==> src/rtl/pos_cell_mem_ctrl.sv <==
// Read sequencer and write/read arbiter sharing one single-port cell position RAM.
// Optional build macro POS_CNT_CLAMP_EN clamps the latched particle count to PARTICLE_NUM-1.
module pos_cell_mem_ctrl #(
  parameter int DATA_WIDTH   = 96,
  parameter int PARTICLE_NUM = 220,
  parameter int ADDR_WIDTH   = 8,
  parameter int MAX_WR_BURST = 4
) (
  input  logic                  clk,
  input  logic                  rst,
  input  logic                  start,
  output logic                  busy,
  output logic                  done,
  output logic [ADDR_WIDTH-1:0] particle_cnt,
  output logic [DATA_WIDTH-1:0] pos_data,
  output logic                  pos_valid,
  output logic                  pos_last,
  input  logic                  wr_req,
  input  logic [ADDR_WIDTH-1:0] wr_addr,
  input  logic [DATA_WIDTH-1:0] wr_data,
  output logic                  wr_ack,
  output logic [ADDR_WIDTH-1:0] mem_address,
  output logic [DATA_WIDTH-1:0] mem_data,
  output logic                  mem_rden,
  output logic                  mem_wren,
  input  logic [DATA_WIDTH-1:0] mem_q
);

  localparam int BW = $clog2(MAX_WR_BURST + 1);
  localparam int PW = ADDR_WIDTH + 1;

  typedef enum logic [2:0] {
    ST_IDLE     = 3'd0,
    ST_RD_CNT   = 3'd1,
    ST_WAIT_CNT = 3'd2,
    ST_SWEEP    = 3'd3,
    ST_DRAIN    = 3'd4,
    ST_FINISH   = 3'd5
  } state_t;

  function automatic logic [ADDR_WIDTH-1:0] f_count(input logic [ADDR_WIDTH-1:0] raw);
`ifdef POS_CNT_CLAMP_EN
    if (int'(raw) > PARTICLE_NUM - 1) begin
      f_count = ADDR_WIDTH'(PARTICLE_NUM - 1);
    end else begin
      f_count = raw;
    end
`else
    f_count = raw;
`endif
  endfunction

  state_t                r_state;
  state_t                w_next;
  logic [PW-1:0]         r_rd_ptr;
  logic [BW-1:0]         r_burst_cnt;
  logic                  r_s1_vld, r_s1_cnt, r_s1_last;
  logic                  r_s2_vld, r_s2_cnt, r_s2_last;
  logic                  r_busy, r_done, r_pos_valid, r_pos_last;
  logic [ADDR_WIDTH-1:0] r_particle_cnt;
  logic [DATA_WIDTH-1:0] r_pos_data;

  logic                  w_cnt_arrive;
  logic [ADDR_WIDTH-1:0] w_cnt_new;
  logic [PW-1:0]         w_cnt_ext;
  logic                  w_rd_pend, w_rd_is_cnt, w_rd_last;
  logic [ADDR_WIDTH-1:0] w_rd_addr;
  logic                  w_wr_gnt, w_rd_gnt;

  assign w_cnt_arrive = r_s2_vld & r_s2_cnt;
  assign w_cnt_new    = f_count(mem_q[ADDR_WIDTH-1:0]);
  assign w_cnt_ext    = {1'b0, r_particle_cnt};

  // Pending read request for the current state.
  always_comb begin
    w_rd_pend   = 1'b0;
    w_rd_is_cnt = 1'b0;
    w_rd_last   = 1'b0;
    w_rd_addr   = {ADDR_WIDTH{1'b0}};
    case (r_state)
      ST_RD_CNT: begin
        w_rd_pend   = 1'b1;
        w_rd_is_cnt = 1'b1;
      end
      ST_WAIT_CNT: begin
        // Address 1 is requested in the same cycle the count word returns.
        if (w_cnt_arrive && (w_cnt_new != {ADDR_WIDTH{1'b0}})) begin
          w_rd_pend = 1'b1;
          w_rd_addr = ADDR_WIDTH'(1);
          w_rd_last = (w_cnt_new == ADDR_WIDTH'(1));
        end else begin
          w_rd_pend = 1'b0;
        end
      end
      ST_SWEEP: begin
        if (r_rd_ptr <= w_cnt_ext) begin
          w_rd_pend = 1'b1;
          w_rd_addr = r_rd_ptr[ADDR_WIDTH-1:0];
          w_rd_last = (r_rd_ptr == w_cnt_ext);
        end else begin
          w_rd_pend = 1'b0;
        end
      end
      default: begin
        w_rd_pend = 1'b0;
      end
    endcase
  end

  assign w_wr_gnt = wr_req & (~w_rd_pend | (r_burst_cnt < BW'(MAX_WR_BURST)));
  assign w_rd_gnt = w_rd_pend & ~w_wr_gnt;
  assign wr_ack   = w_wr_gnt;

  // RAM port drive for the granted operation.
  always_comb begin
    mem_address = {ADDR_WIDTH{1'b0}};
    mem_data    = {DATA_WIDTH{1'b0}};
    mem_rden    = 1'b0;
    mem_wren    = 1'b0;
    if (w_wr_gnt) begin
      mem_address = wr_addr;
      mem_data    = wr_data;
      mem_wren    = 1'b1;
    end else if (w_rd_gnt) begin
      mem_address = w_rd_addr;
      mem_rden    = 1'b1;
    end else begin
      mem_wren    = 1'b0;
    end
  end

  // Next-state logic.
  always_comb begin
    w_next = r_state;
    case (r_state)
      ST_IDLE: begin
        if (start) w_next = ST_RD_CNT;
        else       w_next = ST_IDLE;
      end
      ST_RD_CNT: begin
        if (w_rd_gnt) w_next = ST_WAIT_CNT;
        else          w_next = ST_RD_CNT;
      end
      ST_WAIT_CNT: begin
        if (!w_cnt_arrive)                                    w_next = ST_WAIT_CNT;
        else if (w_cnt_new == {ADDR_WIDTH{1'b0}})             w_next = ST_FINISH;
        else if (w_rd_gnt && (w_cnt_new == ADDR_WIDTH'(1)))   w_next = ST_DRAIN;
        else                                                  w_next = ST_SWEEP;
      end
      ST_SWEEP: begin
        if (w_rd_gnt && w_rd_last) w_next = ST_DRAIN;
        else                       w_next = ST_SWEEP;
      end
      ST_DRAIN: begin
        if (!r_s1_vld && !r_s2_vld) w_next = ST_FINISH;
        else                        w_next = ST_DRAIN;
      end
      ST_FINISH: w_next = ST_IDLE;
      default:   w_next = ST_IDLE;
    endcase
  end

  // State, read pointer and write-burst counter.
  always_ff @(posedge clk or posedge rst) begin
    if (rst) begin
      r_state     <= ST_IDLE;
      r_rd_ptr    <= {PW{1'b0}};
      r_burst_cnt <= {BW{1'b0}};
    end else begin
      r_state <= w_next;
      if ((r_state == ST_WAIT_CNT) && w_cnt_arrive) begin
        r_rd_ptr <= w_rd_gnt ? PW'(2) : PW'(1);
      end else if ((r_state == ST_SWEEP) && w_rd_gnt) begin
        r_rd_ptr <= r_rd_ptr + PW'(1);
      end else begin
        r_rd_ptr <= r_rd_ptr;
      end
      if (w_rd_pend && w_wr_gnt) r_burst_cnt <= r_burst_cnt + BW'(1);
      else                       r_burst_cnt <= {BW{1'b0}};
    end
  end

  // Read tracking pipeline aligned with the RAM's two-cycle latency.
  always_ff @(posedge clk or posedge rst) begin
    if (rst) begin
      {r_s1_vld, r_s1_cnt, r_s1_last} <= 3'b000;
      {r_s2_vld, r_s2_cnt, r_s2_last} <= 3'b000;
    end else begin
      {r_s1_vld, r_s1_cnt, r_s1_last} <= {w_rd_gnt, w_rd_gnt & w_rd_is_cnt, w_rd_gnt & w_rd_last};
      {r_s2_vld, r_s2_cnt, r_s2_last} <= {r_s1_vld, r_s1_cnt, r_s1_last};
    end
  end

  // Registered outputs.
  always_ff @(posedge clk or posedge rst) begin
    if (rst) begin
      r_busy         <= 1'b0;
      r_done         <= 1'b0;
      r_pos_valid    <= 1'b0;
      r_pos_last     <= 1'b0;
      r_pos_data     <= {DATA_WIDTH{1'b0}};
      r_particle_cnt <= {ADDR_WIDTH{1'b0}};
    end else begin
      r_busy      <= (w_next != ST_IDLE);
      r_done      <= (w_next == ST_FINISH);
      r_pos_valid <= r_s2_vld & ~r_s2_cnt;
      r_pos_last  <= r_s2_vld & ~r_s2_cnt & r_s2_last;
      if (r_s2_vld && !r_s2_cnt) r_pos_data <= mem_q;
      else                       r_pos_data <= r_pos_data;
      // Only the count read of the current sweep updates the latched count.
      if ((r_state == ST_WAIT_CNT) && w_cnt_arrive) r_particle_cnt <= w_cnt_new;
      else                                          r_particle_cnt <= r_particle_cnt;
    end
  end

  assign busy         = r_busy;
  assign done         = r_done;
  assign pos_valid    = r_pos_valid;
  assign pos_last     = r_pos_last;
  assign pos_data     = r_pos_data;
  assign particle_cnt = r_particle_cnt;

endmodule
==> config.mk <==
export PLATFORM = sky130hd
export DESIGN_NAME = pos_cell_mem_ctrl
export DESIGN_NICKNAME = d
export VERILOG_FILES = /design/src/rtl/pos_cell_mem_ctrl.sv
export SDC_FILE = /design/constraint.sdc
export NUM_CORES = 1
export LEC_CHECK = 0
export CAP_MARGIN = 10
export CORE_AREA = 2 2 162 164
export DETAILED_ROUTE_END_ITERATION = 8
export DIE_AREA = 0 0 164 166
export SLEW_MARGIN = 20
export SYNTH_ARGS = -nofsm -noshare
export SYNTH_HDL_FRONTEND = slang
export SYNTH_SLANG_ARGS = --single-unit
export TNS_END_PERCENT = 10
==> constraint.sdc <==
create_clock -name clk -period 6.05 [get_ports clk]
set_input_delay 0.605 -clock clk [delete_from_list [all_inputs] [get_ports clk]]
set_output_delay 0.605 -clock clk [all_outputs]
set_load 0.01 [all_outputs]
# Yosys cells after proc, flatten, opt, wreduce, memory -nomap -nowiden
# Index checks and enable logic that the tools add are counted.
[word_totals] register_bits=129 input_bits=204 output_inout_bits=215
[classes] n_addsub=2 order_cmp=2 n_eq_ne=7 mux=28 bitwise_logic=11 reduce_logical=16
[ops] op="$mux 96" count=1
[ops] op="$mux 8" count=3
[ops] op="$mux 9" count=2
[ops] op="$pmux 8 s2" count=1
[ops] op="$mux 3" count=5
[ops] op="$pmux 3 s5" count=1
[ops] op="$mux 1" count=11
[ops] op="$add 9x1->9 const B" count=1
[ops] op="$eq 9x8->1" count=1
[ops] op="$le 9x8->1" count=1
[ops] op="$eq 8x1->1 const B" count=1
[ops] op="$logic_and 1x1->1" count=8
[ops] op="$logic_not 8->1" count=1
[ops] op="$reduce_bool 8->1" count=1
[ops] op="$and 1x1->1" count=7
[ops] op="$eq 3x2->1 const B" count=2
[ops] op="$eq 3x3->1 const B" count=2
[ops] op="$mux 2" count=2
[ops] op="$add 3x1->3 const B" count=1
[ops] op="$eq 3x1->1 const B" count=1
[ops] op="$logic_not 1->1" count=3
[ops] op="$logic_not 3->1" count=1
[ops] op="$lt 3x3->1 const B" count=1
[ops] op="$not 1->1" count=3
[ops] op="5 further kinds" count=5

# Longest topological paths before layout
# Gate-level depths: netlist (run 1).
[logic_depth] ltp_word=15 depth_mapped=9

# Worst setup path after synthesis (run 1)
# No wires, ideal clock.
[synth_path] path_type="reg-to-output" start="reg r_particle_cnt[6], in the netlist particle_cnt[6]" end="out mem_address[1]" arrival_ps=2194 required_ps=5445 setup_slack_ps=3251 stages_incl_launch_ff=10 n_path_buf=1 path_cell_list="dfrtp_1 inv_1 ha_1 and4b_1 and2_1 a221oi_4 o21ai_2 and2_1 buf_2 a22o_1"
[synth_between] elab_chain_len=10
[synth_rtl] element="start: declaration" line_no="60" source="logic [ADDR_WIDTH-1:0] r_particle_cnt;"
[synth_rtl] element="start signal: assignment" line_no="202" source="r_particle_cnt <= {ADDR_WIDTH{1'b0}};"
[synth_rtl] element="start signal: assignment" line_no="211" source="if ((r_state == ST_WAIT_CNT) && w_cnt_arrive) r_particle_cnt <= w_cnt_new;"
[synth_rtl] element="start signal: assignment" line_no="212" source="else r_particle_cnt <= r_particle_cnt;"
[synth_rtl] element="$le 9x8->1 *" line_no="96" source="if (r_rd_ptr <= w_cnt_ext) begin"
[synth_rtl] element="$mux 1" line_no="96"
[synth_rtl] element="$pmux 1 s3" line_no="80" source="case (r_state)"
[synth_rtl] element="$not 1->1" line_no="110" source="assign w_wr_gnt = wr_req & (~w_rd_pend | (r_burst_cnt < BW'(MAX_WR_BURST)));"
[synth_rtl] element="$or 1x1->1" line_no="110"
[synth_rtl] element="$and 1x1->1" line_no="110"
[synth_rtl] element="$not 1->1" line_no="111" source="assign w_rd_gnt = w_rd_pend & ~w_wr_gnt;"
[synth_rtl] element="$and 1x1->1" line_no="111"
[synth_rtl] element="$mux 8" line_no="124" source="end else if (w_rd_gnt) begin"
[synth_rtl] element="$mux 8 *" line_no="120" source="if (w_wr_gnt) begin"
[synth_rtl] element="end: declaration" line_no="22" source="output logic [ADDR_WIDTH-1:0] mem_address,"
# Every way passes the cells marked *; elsewhere a longest branch is shown, timed or not.

# Final worst setup path (run 1)
[layout_path] start="in mem_q[0]" end="out mem_data[27]"
[layout_between] elab_chain_len=8
[layout_rtl] element="start: declaration" line_no="26" source="input logic [DATA_WIDTH-1:0] mem_q"
[layout_rtl] element="$reduce_bool 8->1" line_no="87" source="if (w_cnt_arrive && (w_cnt_new != {ADDR_WIDTH{1'b0}})) begin"
[layout_rtl] element="$logic_and 1x1->1" line_no="87"
[layout_rtl] element="$mux 1" line_no="87"
[layout_rtl] element="$pmux 1 s3" line_no="80"
[layout_rtl] element="$not 1->1" line_no="110"
[layout_rtl] element="$or 1x1->1" line_no="110"
[layout_rtl] element="$and 1x1->1" line_no="110"
[layout_rtl] element="$mux 96" line_no="120"
[layout_rtl] element="end: declaration" line_no="23" source="output logic [DATA_WIDTH-1:0] mem_data,"
# No other way between the ends.

==> results of run 1 <==
## sequential cells by signal, summed over array words and instances (netlist names)
name,flops
busy,1
done,1
particle_cnt,8
pos_data,96
pos_last,1
pos_valid,1
r_burst_cnt,3
r_rd_ptr,9
r_s1_cnt,1
r_s1_last,1
r_s1_vld,1
r_s2_cnt,1
r_s2_last,1
r_s2_vld,1
r_state,3
## area by class of cell
cell class / count / area (um2) / share of cell area
Sequential cell: 129 / 3228 / 0.2904
Antenna cell: 3 / 7.507 / 0.0006753
Inverter: 15 / 58.81 / 0.005290
Multi-Input combinational cell: 321 / 2580 / 0.2321
Clock inverter: 15 / 181.4 / 0.01632
Tap cell: 335 / 419.2 / 0.03770
Timing Repair Buffer: 423 / 4217 / 0.3793
Clock buffer: 17 / 425.4 / 0.03827
## placed cells by master, fill, tap and decap left out, drive strengths merged, types with 2 or more instances in the layout
cell and instances:
a21o 2, a21oi 11, a22o 6, a32oi 2
and2 6, and3 100, buf 6, clkbuf 17
clkdlybuf4s50 417, clkinv 2, dfrtp 129, diode 3
ha 10, inv 26, mux2 96, nand2 17
nand2b 3, nand3 6, nand3b 2, nor2 9
nor2b 2, nor3 3, o211ai 2, o21ai 16
o2bb2ai 2, o31ai 2, or3 2, or4 3
or4b 2
## how the worst max path moves through the flow
stage	slack (ns)	end	start	depth (start not counted)
after global placement	1.82	mem_data[33]	mem_q[0]	8
after floorplan	2.00	busy$_DFF_PP0_	rst	1
after detailed placement	1.86	mem_data[90]	mem_q[0]	8
after global routing	1.62	mem_data[27]	mem_q[4]	8
after CTS	1.85	mem_data[90]	mem_q[0]	8
final	1.83	mem_data[27]	mem_q[0]	8
## through the flow
stage	power, mW	setup WS [ns]
3_3_place_gp	3.615	1.819
3_5_place_dp	3.643	1.858
4_1_cts	4.723	1.851
2_1_floorplan	2.460	2.004
5_1_grt	4.945	1.623
6_report	4.647	1.826
## cell families after synthesis
kind of cell | after synthesis | synth area share
simple gates | 162 | 0.1623
flops | 129 | 0.5376
buf+inv | 53 | 0.03522
mux | 97 | 0.1817
fa+ha+maj | 10 | 0.02084
compound gates | 52 | 0.06230
## power by group
group	switching (mW)	internal (mW)	leakage [nW]
sequential	0.239	1.27	1.52
combinational	0.811	1.27	2.92
clock	0.459	0.596	0.297
## routing by layer
layer	global-route usage	vias up	routed length [um]
li1	-	2635	-
met1	0.2032	2662	9397
met2	0.2567	216	10340
met3	0.06069	28	1937
met4	0.04119	8	311
met5	0	-	46
==> metrics.csv, run 1 <==
metric,value,unit
CTS tree,built,
Worst Hold End,r_s2_cnt$_DFF_PP0_,
CTS sink cnt,129,
mean post-synth cell area,11.94,um2
GP Congestion,0.7873,
Worst Max-Slew Pin Slew,0.8861,ns
"delay-heaviest family, CP",buffers and inverters,
Final nets,1121,
Tmin final,4.224,ns
"Slowest-stage cell, CP",buf_4,
synth warn,0,
pwr dens,418.1,mW/mm2
sequential area share after synthesis,0.5376,
Cells after Synth,503,
vias in the first global route,5573,
drt via density,4.411,
number of distinct library cells after synthesis,47,
Netlist Area Pre-Place,0.006005,mm2
RSZ-0062 raised after global routing,false,
total grt overflow,0,
Max clock buf depth,2,
run status,completed,
R2R cell count,8,
"Setup Fix Bufs, Post-CTS",0,
antenna violations before repair,6,
post-synth top area share,0.5376,
Slew HR,0.4093,
R2R Setup Slk,3.33,ns
placed cells,1223,
WS Path Type,in -> out,
"Async S/R FF share, synth",1.000,
die width,164,um
1st-pass router iterations,6,
"Non-Filler Cell Area, Final",0.01112,mm2
IO buf count,418,
initial core utilization,0.2344,
# H-tree levels,4,
critical register-to-register path startpoint,particle_cnt[7]$_DFFE_PP0P_,
VDD IR-drop max,0.2041,mV
wire per inst,17.51,um
placed standard-cell area,0.01050,mm2
Tcrit/Tclk final,0.6982,
reg-to-reg endpoint,busy$_DFF_PP0_,
main flop type after synthesis,dfrtp_1,
die area,0.02722,mm2
Core Region,0.02562,mm2
# fillers,2410,
cell mode on critical path,clkdlybuf4s50_1,
largest net degree at the start of global routing,97,
leakage,4.737,nW
hold-fix buffers at CTS,0,
Total GRT Usage,0.1604,
"top cells by count, synth","dfrtp_1, and3_1, mux2_2",
total negative slack,0,ns
first-pass GRT wire length,33590,um
Final setup violation count,0,
largest cells by area after synthesis,"dfrtp_1, mux2_2, and3_1",
Iter 0 DRT Violations,347,
Max-Cap Viols,0,
Crit Path Max Fanout,96,
CP Capture Type,primary output,
crit path DAT,3.62,ns
Hold Path Cell Cnt,0,
Syn-to-layout area delta,85.14,%
leading area contributor after synthesis,dfrtp_1,
"Clk Latency, worst-skew pair",0.43,ns
Tightest Hold Check Type,reg -> reg,
post-layout util,0.4340,
CP peak stage delay,0.61,ns
Buffers & Inverters on Critical Path,3,
DRT antenna net count,0,
I/O Pins,419,
total CTS buffers,17,
"Slew Viols, Final",0,
Fin Hold WS,0.3502,ns
# rows,59,
HPWL after DPL,16880,um
startpoint types,input port,
Min-Delay Startpoint,r_s1_cnt$_DFF_PP0_,
Post-CTS Resized,0,
Post-synth EDFFs,0,
Fin. Hold Viols,0,
CTS Root Cell,clkbuf_16,
Final Non-Filler Cells,1258,
Seq cells post-synth,129,
Max Clock Freq,236.7,MHz
drc violations,0,
most frequent cell after synthesis,dfrtp_1,
Setup Skew,0.01823,ns
layout cells sized above 1,0.1554,
crit-path cells,clkdlybuf4s50_1 > or4_1 > nor2_1 > o22ai_2 > o21ai_4 > buf_4 > and3_1 > clkdlybuf4s50_1,
Post-Syn Nets,717,
vias,5549,
total wire length,22030,um
Worst-path clk slew,0.06,ns
CP Data Required Time,5.44,ns
Die Y,166,um
Note: power is estimated with default switching activity, not from simulation.
==> run 2, diff against run 1 <==
==> constraint.sdc (replaced) <==
create_clock -name clk -period 4.3 [get_ports clk]
set_input_delay 0.43 -clock clk [delete_from_list [all_inputs] [get_ports clk]]
set_output_delay 0.43 -clock clk [all_outputs]
set_load 0.01 [all_outputs]
==> metrics.csv, run 2 (same netlist as run 1, synthesis figures left out) <==
metric,value,unit,change
run status,completed,,unchanged
DRT antenna net count,0,,unchanged
CP Capture Type,primary output,,unchanged
Max Clock Freq,277.5,MHz,
Die Y,166,um,unchanged
hold-fix buffers at CTS,0,,unchanged
layout cells sized above 1,0.1582,,was 0.1554
die width,164,um,unchanged
# fillers,2405,,was 2410
"Clk Latency, worst-skew pair",0.42,ns,was 0.43 ns
Largest register FFs,96,,unchanged
Tmin final,3.604,ns,
dpl ws,0.7061,ns,was 1.858 ns
Syn-to-layout area delta,85.75,%,was 85.14%
Core Region,0.02562,mm2,unchanged
Max-Cap Viols,0,,unchanged
placed standard-cell area,0.01055,mm2,was 0.01050 mm2
drt via density,4.363,,was 4.411
"Setup Fix Bufs, Post-CTS",0,,unchanged
Final setup violation count,0,,unchanged
total grt overflow,0,,unchanged
vias,5498,,was 5549
startpoint types,flop,,was input port
Tcrit/Tclk final,0.8382,,
Max clock buf depth,2,,unchanged
total CTS buffers,17,,unchanged
GP Congestion,0.7525,,was 0.7873
pwr dens,586.9,mW/mm2,was 418.1 mW/mm2
Final nets,1124,,was 1121
Total GRT Usage,0.1588,,was 0.1604
crit path DAT,3.17,ns,was 3.62 ns
# H-tree levels,4,,unchanged
Worst Max-Slew Pin Slew,0.9005,ns,was 0.8861 ns
"most common cell after layout, fill and taps aside",clkdlybuf4s50_1,,unchanged
HPWL after DPL,16930,um,was 16880 um
VDD IR-drop max,0.2919,mV,was 0.2041 mV
Tightest Hold Check Type,reg -> reg,,unchanged
total negative slack,0,ns,unchanged
Worst-path clk slew,0.06,ns,about the same
Crit Path Max Fanout,96,,unchanged
CTS tree,built,,unchanged
drc violations,0,,unchanged
Setup WS post-layout,0.6959,ns,was 1.826 ns
CTS Root Cell,clkbuf_16,,unchanged
"Non-Filler Cell Area, Final",0.01115,mm2,was 0.01112 mm2
"Slew Viols, Final",0,,unchanged
die area,0.02722,mm2,unchanged
CTS sink cnt,129,,unchanged
IO buf count,418,,unchanged
RSZ-0062 raised after global routing,false,,unchanged
1st-pass router iterations,4,,was 6
total wire length,22170,um,was 22030 um
most frequent cells in the layout,"clkdlybuf4s50_1, dfrtp_1, and3_1",,unchanged
Slew HR,0.3997,,was 0.4093
Register Area,0.003228,mm2,unchanged
CP Data Required Time,3.87,ns,was 5.44 ns
WS Path Type,reg -> out,,was in -> out
Fin. Hold Viols,0,,unchanged
I/O Pins,419,,unchanged
Post-CTS Resized,0,,unchanged
largest net degree at the start of global routing,97,,unchanged
vias in the first global route,5422,,was 5573
Setup Skew,0.01154,ns,was 0.01823 ns
initial core utilization,0.2344,,unchanged
leakage,4.754,nW,was 4.737 nW
first-pass GRT wire length,33050,um,was 33590 um
multi-input logic area,0.002580,mm2,unchanged
antenna violations before repair,8,,was 6
Iter 0 DRT Violations,357,,was 347
# rows,59,,unchanged
wire per inst,17.60,um,was 17.51 um
-- run 2: final cells by class --
type / count / area share
clock inverter: 15 / 0.01548
clock buffer: 17 / 0.03814
timing repair buffer: 426 / 0.3823
antenna: 2 / 0.0004487
sequential: 129 / 0.2894
multi-input combinational: 321 / 0.2313
tap: 335 / 0.03758
inverter: 15 / 0.005273
-- run 2: worst paths after layout --
| path | from | end | slack [ns] | cells after the start |
|---|---|---|---|---|
| worst max-delay path | r_rd_ptr[6]$_DFFE_PP0P_ | mem_data[27] | 0.70 | 8 |
| worst min-delay path | r_s1_last$_DFF_PP0_ | r_s2_last$_DFF_PP0_ | 0.34 | 0 |
| worst max register to register | r_rd_ptr[6]$_DFFE_PP0P_ | busy$_DFF_PP0_ | 1.64 | 8 |
| worst min register to register | r_s1_last$_DFF_PP0_ | r_s2_last$_DFF_PP0_ | 0.34 | 0 |
| max in group asynchronous | rst | pos_data[78]$_DFFE_PP0P_ | 2.64 | 3 |
| min in group asynchronous | rst | pos_data[73]$_DFFE_PP0P_ | 0.54 | 2 |
-- run 2: worst max-delay path: stages, from the launching register on --
cell,delay [ns]
dfrtp_1,0.45
ha_1,0.32
and4b_1,0.25
a31oi_1,0.24
o22ai_2,0.17
o21ai_4,0.20
buf_12,0.30
and3_1,0.22
clkdlybuf4s50_1,0.56
-- run 2: routing by layer --
| layer | global-route usage | routed length (um) | vias up |
|---|---|---|---|
| met5 | 0 | 73 | - |
| met4 | 0.03966 | 286 | 12 |
| li1 | - | - | 2641 |
| met3 | 0.05869 | 1753 | 32 |
| met1 | 0.2035 | 9746 | 2620 |
| met2 | 0.2532 | 10310 | 193 |
-- run 2: power by group --
part,internal (mW),switching (mW)
Combinational,1.80,1.14
Sequential,1.79,0.336
Clock,0.872,0.605
Total,4.46,2.08
-- run 2: through the flow --
step,power [mW],util,std cells,hold WS (ns)
floorplan,3.461,-,503,0.3312
global placement,5.098,0.4119,1226,0.3352
detailed placement,5.142,0.4119,1226,0.3347
CTS,6.657,0.4352,1258,0.3392
global route,6.968,0.4354,1260,0.3604
finish,6.545,0.4354,1260,0.3423
==> run 3, diff against run 2 <==
==> constraint.sdc (replaced) <==
create_clock -name clk -period 3.77 [get_ports clk]
set_input_delay 0.377 -clock clk [delete_from_list [all_inputs] [get_ports clk]]
set_output_delay 0.377 -clock clk [all_outputs]
set_load 0.01 [all_outputs]
==> metrics.csv, run 3 (same netlist as run 1, synthesis figures left out) <==
metric,value,unit,change
R2R Setup Slk,1.04,ns,was 1.64 ns
startpoint types,flop,,unchanged
VDD IR-drop max,0.3284,mV,was 0.2919 mV
Critical Path Source,r_rd_ptr[2]$_DFFE_PP0P_,,was r_rd_ptr[6]$_DFFE_PP0P_
IO buf count,418,,unchanged
CP Capture Type,primary output,,unchanged
Comb pwr share,0.450,,about the same
CTS tree,built,,unchanged
DRT antenna net count,0,,unchanged
vias in the first global route,5448,,was 5422
drc violations,0,,unchanged
1st-pass router iterations,4,,unchanged
critical register-to-register path startpoint,r_rd_ptr[2]$_DFFE_PP0P_,,was r_rd_ptr[6]$_DFFE_PP0P_
Core Region,0.02562,mm2,unchanged
run status,completed,,unchanged
CP Data Required Time,3.39,ns,was 3.87 ns
RSZ-0062 raised after global routing,false,,unchanged
die width,164,um,unchanged
pwr dens,673.4,mW/mm2,was 586.9 mW/mm2
Total GRT Usage,0.1645,,was 0.1588
WS Path Type,reg -> out,,unchanged
P_int,5.187,mW,was 4.461 mW
"Clk Latency, worst-skew pair",0.41,ns,was 0.42 ns
# H-tree levels,4,,unchanged
"Slowest-stage cell, CP",clkdlybuf4s50_1,,unchanged
crit-path cells,ha_1 > and4_1 > and2_1 > a221oi_4 > o21a_1 > a22o_1 > clkdlybuf4s50_1,,was ha_1 > and4b_1 > a31oi_1 > o22ai_2 > o21ai_4 > buf_12 > and3_1 > clkdlybuf4s50_1
Max Clock Freq,278.9,MHz,
HPWL after DPL,17640,um,was 16930 um
Clock power frac,0.231,,was 0.226
die area,0.02722,mm2,unchanged
Iter 0 DRT Violations,433,,was 357
most frequent cells in the layout,"clkdlybuf4s50_1, dfrtp_1, and3_1",,unchanged
Die Y,166,um,unchanged
Register Area,0.003228,mm2,unchanged
Hold Path Cell Cnt,0,,unchanged
post-layout util,0.4390,,was 0.4354
crit path DAT,3.21,ns,was 3.17 ns
total negative slack,0,ns,unchanged
wire per inst,17.95,um,was 17.60 um
Max-Cap Viols,0,,unchanged
antenna violations before repair,6,,was 8
Reg power frac,0.319,,was 0.324
Tmin final,3.585,ns,
Total Power,7.572,mW,was 6.545 mW
Slew HR,0.4993,,was 0.3997
Worst Hold End,r_s2_last$_DFF_PP0_,,unchanged
hold-fix buffers at CTS,0,,unchanged
switching portion of total power,0.3150,,was 0.3184
leakage,4.800,nW,was 4.754 nW
# rows,59,,unchanged
"delay-heaviest family, CP",compound AO/OA/AOI/OAI gates,,was buffers and inverters
Final nets,1130,,was 1124
R2R cell count,8,,unchanged
multi-input logic area,0.002580,mm2,unchanged
# fillers,2383,,was 2405
"most common cell after layout, fill and taps aside",clkdlybuf4s50_1,,unchanged
largest net degree at the start of global routing,97,,unchanged
reg-to-reg endpoint,r_rd_ptr[5]$_DFFE_PP0P_,,was busy$_DFF_PP0_
Min-Delay Startpoint,r_s1_last$_DFF_PP0_,,unchanged
CTS sink cnt,129,,unchanged
CTS Root Cell,clkbuf_16,,unchanged
Tightest Hold Check Type,reg -> reg,,unchanged
GP Congestion,0.8140,,was 0.7525
total grt overflow,0,,unchanged
Worst Max-Slew Pin Slew,0.7495,ns,was 0.9005 ns
Post-CTS Resized,0,,unchanged
initial core utilization,0.2344,,unchanged
Crit Path Max Fanout,8,,was 96
Fin. Hold Viols,0,,unchanged
Syn-to-layout area delta,87.27,%,was 85.75%
Setup WS post-layout,0.1848,ns,was 0.6959 ns
Tcrit/Tclk final,0.9510,,
Setup Skew,0.01390,ns,was 0.01154 ns
P_sw,2.385,mW,was 2.084 mW
total wire length,22700,um,was 22170 um
layout cells sized above 1,0.1636,,was 0.1582
"Slew Viols, Final",0,,unchanged
total CTS buffers,17,,unchanged
I/O Pins,419,,unchanged
Worst-path clk slew,0.06,ns,about the same
dpl ws,0.2646,ns,was 0.7061 ns
"Setup Fix Bufs, Post-CTS",0,,unchanged
Buffers & Inverters on Critical Path,1,,was 2
Final setup violation count,0,,unchanged
Max clock buf depth,2,,unchanged
drt via density,4.379,,was 4.363
CP peak stage delay,0.53,ns,was 0.56 ns
first-pass GRT wire length,34040,um,was 33050 um
Largest register FFs,96,,unchanged
vias,5539,,was 5498
## run 3: changes by cell type in the layout (fill, tap and decap cells not counted)
| cell | delta |
|---|---|
| buf_12 | +2 |
| diode_2 | -1 |
| buf_4 | +4 |
| bufinv_16 | +1 |
| inv_4 | -1 |
## run 3: how the worst max path moves through the flow
stage	end	slack (ns)	depth (start not counted)
6_report	mem_address[5]	0.18	7
5_1_grt	mem_address[3]	0.03	7
4_1_cts	mem_address[2]	0.14	7
3_5_place_dp	mem_data[84]	0.26	8
3_3_place_gp	mem_data[9]	0.28	8
2_1_floorplan	mem_address[1]	1.20	9
## run 3: final cells by class
cell class	count	area share
Clock buffer	17	0.03783
Tap cell	335	0.03728
Clock inverter	15	0.01736
Timing Repair Buffer	432	0.3854
Inverter	15	0.005341
Antenna cell	1	0.0002225
Multi-Input combinational cell	321	0.2294
Sequential cell	129	0.2871
## run 3: per-layer routing
metal,share of wire,up-vias,track usage,wire [um]
met4,0.013,8,0.03928,304
li1,-,2638,-,-
met2,0.45,221,0.2497,10280
met5,0.0021,-,0,48
met1,0.44,2645,0.2257,9966
met3,0.093,27,0.05544,2105
## run 3: power groups by stage
stage / clock network (mW) / registers, mW / logic [mW]
after CTS: 1.82 / 2.43 / 3.46
after floorplan: 0 / 2.67 / 1.27
after global routing: 1.88 / 2.51 / 3.67
after global placement: 0 / 2.43 / 3.43
after detailed placement: 0 / 2.45 / 3.45
final: 1.75 / 2.41 / 3.41
## run 3: through the flow
step	instance area, um2	std cells	hold WS [ns]
floorplan	6008	503	0.3312
global placement	10620	1232	0.3343
detailed placement	10620	1232	0.3515
CTS	11240	1264	0.3550
global route	11240	1264	0.3542
finish	11240	1265	0.3496
